File: config.mk
export PLATFORM = sky130hd
export DESIGN_NAME = fifo_dual_ctrl
export DESIGN_NICKNAME = d
export VERILOG_FILES = /design/src/rtl/fifo_dual_ctrl.sv
export SDC_FILE = /design/constraint.sdc
export NUM_CORES = 1
export LEC_CHECK = 0
export CAP_MARGIN = 20
export CORE_UTILIZATION = 40
export CTS_BUF_LIST = sky130_fd_sc_hd__clkbuf_16
export CTS_CLUSTER_SIZE = 14
export DETAILED_ROUTE_END_ITERATION = 12
export PLACE_DENSITY = 0.68
export SLEW_MARGIN = 20
export SYNTH_ARGS = -nofsm -noshare
export SYNTH_HDL_FRONTEND = slang
export SYNTH_SLANG_ARGS = --single-unit
File: constraint.sdc
create_clock -name clk -period 3.1 [get_ports clk]
set_clock_uncertainty 0.2 [all_clocks]
set_input_delay 0.62 -clock clk [delete_from_list [all_inputs] [get_ports clk]]
set_output_delay 0.62 -clock clk [all_outputs]
set_load 0.005 [all_outputs]
File: src/rtl/fifo_dual_ctrl.sv
// Pointer and flag controller for an asymmetric FIFO: each accepted write
// stores two entries, each accepted read removes one.
module fifo_dual_ctrl #(
  parameter int ADDR_WIDTH = 4
) (
  input  logic                  clk,
  input  logic                  reset,
  input  logic                  wr,
  input  logic                  rd,
  output logic                  w_en,
  output logic [ADDR_WIDTH-1:0] w_addr0,
  output logic [ADDR_WIDTH-1:0] w_addr1,
  output logic [ADDR_WIDTH-1:0] r_addr,
  output logic                  empty,
  output logic                  full,
  output logic [ADDR_WIDTH:0]   count,
  output logic                  ovf,
  output logic                  udf
);

  localparam int DEPTH = 2 ** ADDR_WIDTH;
  localparam logic [ADDR_WIDTH:0] FULL_THR = (ADDR_WIDTH + 1)'(DEPTH - 2);

  logic [ADDR_WIDTH-1:0] wr_ptr_q, wr_ptr_d;
  logic [ADDR_WIDTH-1:0] rd_ptr_q, rd_ptr_d;
  logic [ADDR_WIDTH:0]   count_q, count_d;
  logic                  ovf_q, ovf_d;
  logic                  udf_q, udf_d;
  logic                  wr_acc, rd_acc;

  // Full means there is no room for a complete two-entry word.
  assign empty = (count_q == '0);
  assign full  = (count_q > FULL_THR);

  assign wr_acc = wr & ~full;
  assign rd_acc = rd & ~empty;

  assign w_en    = wr_acc;
  assign w_addr0 = wr_ptr_q;
  assign w_addr1 = wr_ptr_q + ADDR_WIDTH'(1);
  assign r_addr  = rd_ptr_q;
  assign count   = count_q;
  assign ovf     = ovf_q;
  assign udf     = udf_q;

  always_comb begin
    wr_ptr_d = wr_ptr_q;
    rd_ptr_d = rd_ptr_q;
    count_d  = count_q;
    ovf_d    = ovf_q | (wr & full);
    udf_d    = udf_q | (rd & empty);
    if (wr_acc) begin
      wr_ptr_d = wr_ptr_q + ADDR_WIDTH'(2);
    end
    if (rd_acc) begin
      rd_ptr_d = rd_ptr_q + ADDR_WIDTH'(1);
    end
    case ({wr_acc, rd_acc})
      2'b10:   count_d = count_q + (ADDR_WIDTH + 1)'(2);
      2'b01:   count_d = count_q - (ADDR_WIDTH + 1)'(1);
      2'b11:   count_d = count_q + (ADDR_WIDTH + 1)'(1);
      default: count_d = count_q;
    endcase
  end

  always_ff @(posedge clk or posedge reset) begin
    if (reset) begin
      wr_ptr_q <= '0;
      rd_ptr_q <= '0;
      count_q  <= '0;
      ovf_q    <= 1'b0;
      udf_q    <= 1'b0;
    end else begin
      wr_ptr_q <= wr_ptr_d;
      rd_ptr_q <= rd_ptr_d;
      count_q  <= count_d;
      ovf_q    <= ovf_d;
      udf_q    <= udf_d;
    end
  end

endmodule
Word level (Yosys, flattened, before mapping)
Index checks and enable logic that the tools add are counted.
Widths: inputs -> output; s select.
{"block": "classes", "n_addsub": 6, "n_lt_le_gt_ge": 1, "n_eq_ne": 3, "mux": 1, "bitwise": 8, "reduce_logical": 2}
{"op": "$pmux 5 s3", "count": 1}
{"op": "$add 4x1->4 const B", "count": 2}
{"op": "$add 5x1->5 const B", "count": 1}
{"op": "$add 5x2->5 const B", "count": 1}
{"op": "$gt 5x4->1 const B", "count": 1}
{"op": "$logic_not 5->1", "count": 1}
{"op": "$sub 5x1->5 const B", "count": 1}
{"op": "$add 4x2->4 const B", "count": 1}
{"op": "$and 1x1->1", "count": 4}
{"op": "$eq 2x2->1 const B", "count": 2}
{"op": "$reduce_bool 3->1", "count": 1}
{"op": "$eq 2x1->1 const B", "count": 1}
{"op": "$not 1->1", "count": 2}
{"op": "$or 1x1->1", "count": 2}
{"block": "word_totals", "ff_bits": 15, "input_bits": 4, "out_inout_bits": 22}

Logic depth before layout (Yosys ltp)
Gate-level depths: netlist (run 1).
{"block": "depth", "word_depth": 5, "ltp_mapped": 11, "mapped_depth_nobuf": 11}

Worst setup path after synthesis (run 1)
No wires, ideal clock.
{"block": "synth_path", "path_kind": "input -> register", "start": "input port wr", "end": "register count_q[4] (netlist: count[4])", "setup_time_ns": 0.127, "arrival_ns": 2.563, "path_slack_ns": 0.210, "cell_stages": 9, "n_path_buf": 0, "cell_sequence": "or2b_1 a31oi_2 nand2_1 ha_1 nor2b_1 o21ai_0 nor3b_1 mux2i_1 o31ai_1"}
{"block": "synth_via", "elab_chain_len": 3, "elab_cells_between_ends": 6}
{"item": "start, declared", "line": "8", "source": "input logic wr,"}
{"item": "$and 1x1->1 (*)", "line": "35", "source": "assign wr_acc = wr & ~full;"}
{"item": "net w_en", "line": "10", "source": "output logic w_en,"}
{"item": "$eq 2x2->1 / $eq 2x1->1 (equally long branches)", "line": "58", "source": "case ({wr_acc, rd_acc})"}
{"item": "$pmux 5 s3 / $reduce_bool 3->1 (equally long branches)"}
{"item": "end signal, assigned", "line": "76", "source": "count_q <= count_d;"}
{"item": "end, declared", "line": "26", "source": "logic [ADDR_WIDTH:0] count_q, count_d;"}
The timed path passes the listed nets; every way through them passes the cells marked *.
A chain may end at the register's enable or synchronous reset.

Worst setup path after layout (run 1)
{"block": "layout_path", "start": "input port wr", "end": "output port w_en"}
{"block": "layout_via", "elab_chain_len": 1}
{"item": "$and 1x1->1", "line": "35"}
{"item": "end, declared", "line": "10"}
No other way between the ends.

==> run metrics, run 1 <==
die width=47.7 um; H-tree depth=1; top cell type's share of synthesized area=0.419; Seq/Total Area, Yosys=0.419; total CTS buffers=3; critical-path cell list=clkdlybuf4s50_1 -> or2b_1 -> a31oi_2 -> buf_6 -> clkdlybuf4s50_1; vias in the first global route=592; Final Cycle Share=0.970; Sink Count=14; worst-path fanout max=5; layout cell share with drive strength beyond 1=0.168; Longest Clk Path Bufs=2; antenna-violating nets left=0; die footprint=0.00228 mm2; CP Buf/Inv Count=3; Multi-input gate area=434 um2; chip height=47.7 um; Internal Dissipation=0.892 mW; Via density=4.85; syn_area_per_cell=10.3 um2; Sw Pwr=0.463 mW; FF-to-FF End=count[4]; final hold slack=256 ps; Worst path slowest cell=clkdlybuf4s50_1; first-pass GRT wire length=2730 um; DRC viols=0; Crit path depth=5; routed vias=679; FF+latch area=350 um2; Post-CTS Hold Buffers=0; maxcap violations=0; status=complete, no violations; FMAX=0.332 GHz; area grow syn2layout=46.6%; initial antenna violation count=0; WL/cell=13.0 um; drt pass-1 iters=4; Slew @ Worst Pin=518 ps; most common cell after layout, fill and taps aside=clkdlybuf4s50_1; Starting Density=0.426; num rows=16; wirelength, routed=1820 um; clock-pin transition on the worst setup and hold timing paths=50 ps; root buffer cell=clkbuf_16; CP Data Arrival Time=2190 ps; slowest stage delay, CP=510 ps; design area=0.00122 mm2; Detailed Place HPWL=1320 um; commonest non-fill, non-tap cells in the layout=clkdlybuf4s50_1, dfrtp_1, nand2_1; total global routing overflow=0; RSZ-0062 raised after global routing=no; clock network latency to the later pin of the worst-skew pair=240 ps; Switching Share=0.342; dominant cell type by area after synthesis=dfrtp_1; Netlist Area Pre-Place=836 um2; Min-Delay Path Class=reg2reg; CP startpoint kind=input port; final core occ=0.624; top cell family by delay on the critical path=buffers and inverters; Worst Reg2Reg Path Length in Cells=11; pin count of the biggest net entering global routing=15; DRT iter0 DRCs=21; Pins Over Slew Limit=0; Clock Power Share=0.179; Crit path top cell by count=clkdlybuf4s50_1; Net Count, Synth=92; Yosys warning count=0; port bufs=23; combinational share of power=0.552; Hold Crit Start=udf; Worst EP required=2280 ps; crit path to=w_en; Post-synth EDFFs=0; sequential power share=0.269; max_slew headroom=0.654; prevailing post-synth register cell=dfrtp_1; Crit Path Class=in2out; RD Place Congestion=0.914; Mapped Cells=81; reg2reg start=count[2]; Unique masters post-synth=28; GRT Total Usage=0.179; CP Capture Type=output pin; Cell Area, Placed=0.00112 mm2; # setup viols final=0; maximum vdd drop=0.527 mV; Hold Fails Final Rpt=0; Tmin final=3010 ps; Cell Pwr Density=1110 mW/mm2; core footprint=0.00196 mm2; fillers=180; synth top area cells=dfrtp_1, ha_1, xnor2_1, buf_4, nand2_1; Setup crit start=wr; NumNets Final=125; #FFs+latches synth=14; Leak=0.543 nW; CTS tree=done; Post-synth ARST share=1.00; R2R setup slack=170 ps; IO Pins=26; ant diodes=0
==> worst min-delay path by stage <==
stage,end,cells past startpoint
floorplan,ovf,1
global placement,ovf,1
detailed placement,udf,1
CTS,udf,1
global route,udf,1
finish,udf,1
==> metal layers <==
layer  vias to the layer above  part of all wire  track usage  wire length (um)
met2                        23              0.47        0.289               861
met4                         0             0.036       0.0944                65
met1                       316              0.44        0.224               807
met3                         9             0.045       0.0377                82
met5                         -                 0            0                 0
li1                        331                 -            -                 -
==> flip-flops by register name, indices dropped and copies added, names as in the netlist <==
name	flops
count	5
ovf	1
r_addr	4
udf	1
w_addr0	3
==> cell usage after synthesis (2+ instances only) <==
cell     number
a21oi_1       3
xor2_1        2
mux2i_1       2
inv_1         5
nand2_1      10
nor2_1        3
conb_1        2
o21ai_0       3
xnor2_1       7
buf_4         5
a21o_1        3
dfrtp_1      14
nor2b_1       2
ha_1          6
==> cell type report <==
| cell class | count | share of cell area |
|---|---|---|
| Timing Repair Buffer | 33 | 0.252 |
| Inverter | 5 | 0.0153 |
| Tap cell | 27 | 0.0276 |
| Clock buffer | 3 | 0.0613 |
| Clock inverter | 1 | 0.00306 |
| Sequential cell | 14 | 0.286 |
| Multi-Input combinational cell | 57 | 0.354 |
==> worst reg2reg max path, cell delays in order (launching register included) <==
cell     delay (ps)
dfrtp_1         460
or4_4           570
nor2_1          180
nor2b_1         100
nand2_1         110
inv_1            60
fa_1            400
nor2b_1         130
o21ai_1          90
nor3b_2         180
mux2i_1         210
o31ai_1         110
==> cell families after synthesis <==
logic type / after synthesis / synth area share
and+or+nand+nor: 22 / 0.136
xor gates and xnor gates: 9 / 0.0943
DFF: 14 / 0.419
muxes: 3 / 0.0374
AOI/OAI and AO/OA: 14 / 0.123
adders and majority gates: 7 / 0.114
other: 2 / 0.00899
buffers and inverters: 10 / 0.0674
==> power by group through the flow <==
stage | Sequential (mW) | Combinational [mW] | Clock [mW]
3_3_place_gp | 0.359 | 0.699 | 0
5_1_grt | 0.376 | 0.835 | 0.258
6_report | 0.364 | 0.748 | 0.243
2_1_floorplan | 0.371 | 0.369 | 0
3_5_place_dp | 0.363 | 0.719 | 0
4_1_cts | 0.365 | 0.730 | 0.247
==> repair_timing <==
item,4_1_cts,5_1_grt
endpoints found under the setup margin,0,2
gates resized for setup,0,3
setup buffers,0,2
==> metrics by stage <==
| stage | total power, mW | std cells | setup TNS, ps | worst slack (ps) |
|---|---|---|---|---|
| after floorplan | 0.740 | 81 | 0 | 210 |
| after global placement | 1.06 | 134 | 0 | 16.9 |
| after detailed placement | 1.08 | 134 | -159 | -159 |
| after CTS | 1.34 | 138 | 0 | 23.6 |
| after global routing | 1.47 | 140 | 0 | 4.50 |
| final | 1.36 | 140 | 0 | 91.5 |
Note: power is estimated with default switching activity, not from simulation.
==> run 2, diff against run 1 <==
--- a/config.mk
+++ b/config.mk
@@ -10,6 +10,7 @@
 export CTS_BUF_LIST = sky130_fd_sc_hd__clkbuf_16
 export CTS_CLUSTER_SIZE = 14
 export DETAILED_ROUTE_END_ITERATION = 12
+export MAX_ROUTING_LAYER = met4
 export PLACE_DENSITY = 0.68
 export SLEW_MARGIN = 20
 export SYNTH_ARGS = -nofsm -noshare
==> run metrics, run 2 (same netlist as run 1, synthesis figures left out) <==
status=complete, no violations; most common cell after layout, fill and taps aside=clkdlybuf4s50_1; Crit path depth=5 (unchanged); area grow syn2layout=46.6% (unchanged); layout cell share with drive strength beyond 1=0.168 (unchanged); Pins Over Slew Limit=0 (unchanged); drt pass-1 iters=4 (unchanged); CP Data Arrival Time=2190 ps (about the same); FF-to-FF End=count[4]; routed vias=678 (-0.15%); GRT Total Usage=0.185 (+0.00576); IO Pins=26 (unchanged); WL/cell=12.9 um (-0.22%); critical-path cell list=clkdlybuf4s50_1 -> or2b_1 -> a31oi_2 -> buf_6 -> clkdlybuf4s50_1; DRC viols=0 (unchanged); core footprint=0.00196 mm2 (unchanged); design area=0.00122 mm2 (unchanged); Detailed Place HPWL=1320 um (unchanged); final core occ=0.624 (unchanged); vias in the first global route=593 (+0.17%); Cell Pwr Density=1110 mW/mm2 (about the same); initial antenna violation count=0 (unchanged); max_slew headroom=0.654 (about the same); slowest stage delay, CP=510 ps (about the same); top cell family by delay on the critical path=buffers and inverters; num rows=16 (unchanged); Min-Delay Path Class=reg2reg; combinational share of power=0.552 (about the same); CP Buf/Inv Count=3 (unchanged); NumNets Final=125 (unchanged); GR Util met1=0.226 (+0.00233); GR Util met2=0.289 (unchanged); Internal Dissipation=0.892 mW (about the same); Most Crowded Layer GR=met2; reg2reg start=count[2]; Cell Area, Placed=0.00112 mm2 (unchanged); first-pass GRT wire length=2730 um (-0.26%); Final Cycle Share=0.972 (+0.00152); max reg flops=5 (unchanged); Starting Density=0.426 (unchanged); crit path to=w_en; # setup viols final=0 (unchanged); commonest non-fill, non-tap cells in the layout=clkdlybuf4s50_1, dfrtp_1, nand2_1; Post-CTS Hold Buffers=0 (unchanged); FMAX=0.332 GHz (-0.16%); Worst Reg2Reg Path Length in Cells=11 (unchanged); Crit path top cell by count=clkdlybuf4s50_1; root buffer cell=clkbuf_16; maxcap violations=0 (unchanged); RD Place Congestion=0.930 (+1.7%); port bufs=23 (unchanged); maximum vdd drop=0.527 mV (about the same); pin count of the biggest net entering global routing=15 (unchanged); M3 GR Usage=0.0340 (-0.00377); worst-path fanout max=5 (unchanged); wirelength, routed=1810 um (-0.22%); clock-pin transition on the worst setup and hold timing paths=50 ps (about the same); ant diodes=0 (unchanged); CP Capture Type=output pin; clock network latency to the later pin of the worst-skew pair=240 ps (about the same); Worst path slowest cell=clkdlybuf4s50_1; Longest Clk Path Bufs=2 (unchanged); total global routing overflow=0 (unchanged); Sink Count=14 (unchanged); H-tree depth=1 (unchanged); Worst EP required=2280 ps (about the same); R2R setup slack=200 ps (+30 ps); CTS tree=done; Leak=0.543 nW (unchanged); chip height=47.7 um (unchanged); Clock Power Share=0.179 (about the same); sequential power share=0.269 (about the same); die width=47.7 um (unchanged); Via density=4.84 (-0.15%); Setup crit start=wr; DRT iter0 DRCs=15 (-29%); RSZ-0062 raised after global routing=no; total CTS buffers=3 (unchanged); antenna-violating nets left=0 (unchanged); Crit Path Class=in2out; Slew @ Worst Pin=518 ps (+0.00978 ps); die footprint=0.00228 mm2 (unchanged); Sw Pwr=0.462 mW (-0.21%); Total Power=1.35 mW (about the same); Hold Fails Final Rpt=0 (unchanged); Switching Share=0.341 (-0.000443); Tmin final=3010 ps (+4.71 ps); CP startpoint kind=input port
run 2: cell counts in the layout (fill, tap and decap cells not counted):
Identical to the previous run, type by type.
run 2: timing repair:
item                                   in CTS  in global routing
endpoints found under the hold margin       0                  0
buffers inserted                            0                  2
setup endpoints to repair                   0                  2
resized for setup                           0                  3
run 2: worst min path at each step:
stage	startpoint	to	slack, ps	depth (start not counted)
2_1_floorplan	ovf	ovf	250	1
3_3_place_gp	ovf	ovf	240	1
3_5_place_dp	udf	udf	250	1
4_1_cts	udf	udf	260	1
5_1_grt	udf	udf	290	1
6_report	udf	udf	260	1
run 2: layout make-up:
| type | instances | area (um2) |
|---|---|---|
| clock buffers | 3 | 75.1 |
| clock inverters | 1 | 3.75 |
| fillers | 180 | 737 |
| inverters | 5 | 18.8 |
| multi-input cells | 57 | 434 |
| flip-flops and latches | 14 | 350 |
| well taps | 27 | 33.8 |
| repair buffers | 33 | 309 |
run 2: through the flow:
stage	instances	hold slack, ps	setup WS (ps)	setup TNS [ps]
after CTS	138	263	23.6	0
after global routing	140	293	4.51	0
after floorplan	81	251	210	0
after global placement	134	239	16.9	0
after detailed placement	134	253	-159	-159
final	140	256	86.8	0
run 2: power by group through the flow:
stage               Combinational (mW)  Clock (mW)  Sequential (mW)
global route                     0.835       0.258            0.376
CTS                              0.730       0.247            0.365
detailed placement               0.719           0            0.363
floorplan                        0.369           0            0.371
global placement                 0.699           0            0.359
finish                           0.747       0.243            0.364
run 2: worst register-to-register path, cell delays in order, from the launching register on:
cell     delay [ps]
dfrtp_1         460
or4_4           570
nor2_1          180
nor2b_1         100
nand2_1         110
inv_1            60
fa_1            400
nor2b_1         130
o21ai_1          90
a21oi_1         190
a41oi_1          60
o31ai_1         230
run 2: per-layer routing:
layer | wire length, um | part of all wire
met5 | 0 | 0
met4 | 65 | 0.036
met3 | 75 | 0.041
met2 | 860 | 0.47
met1 | 810 | 0.45
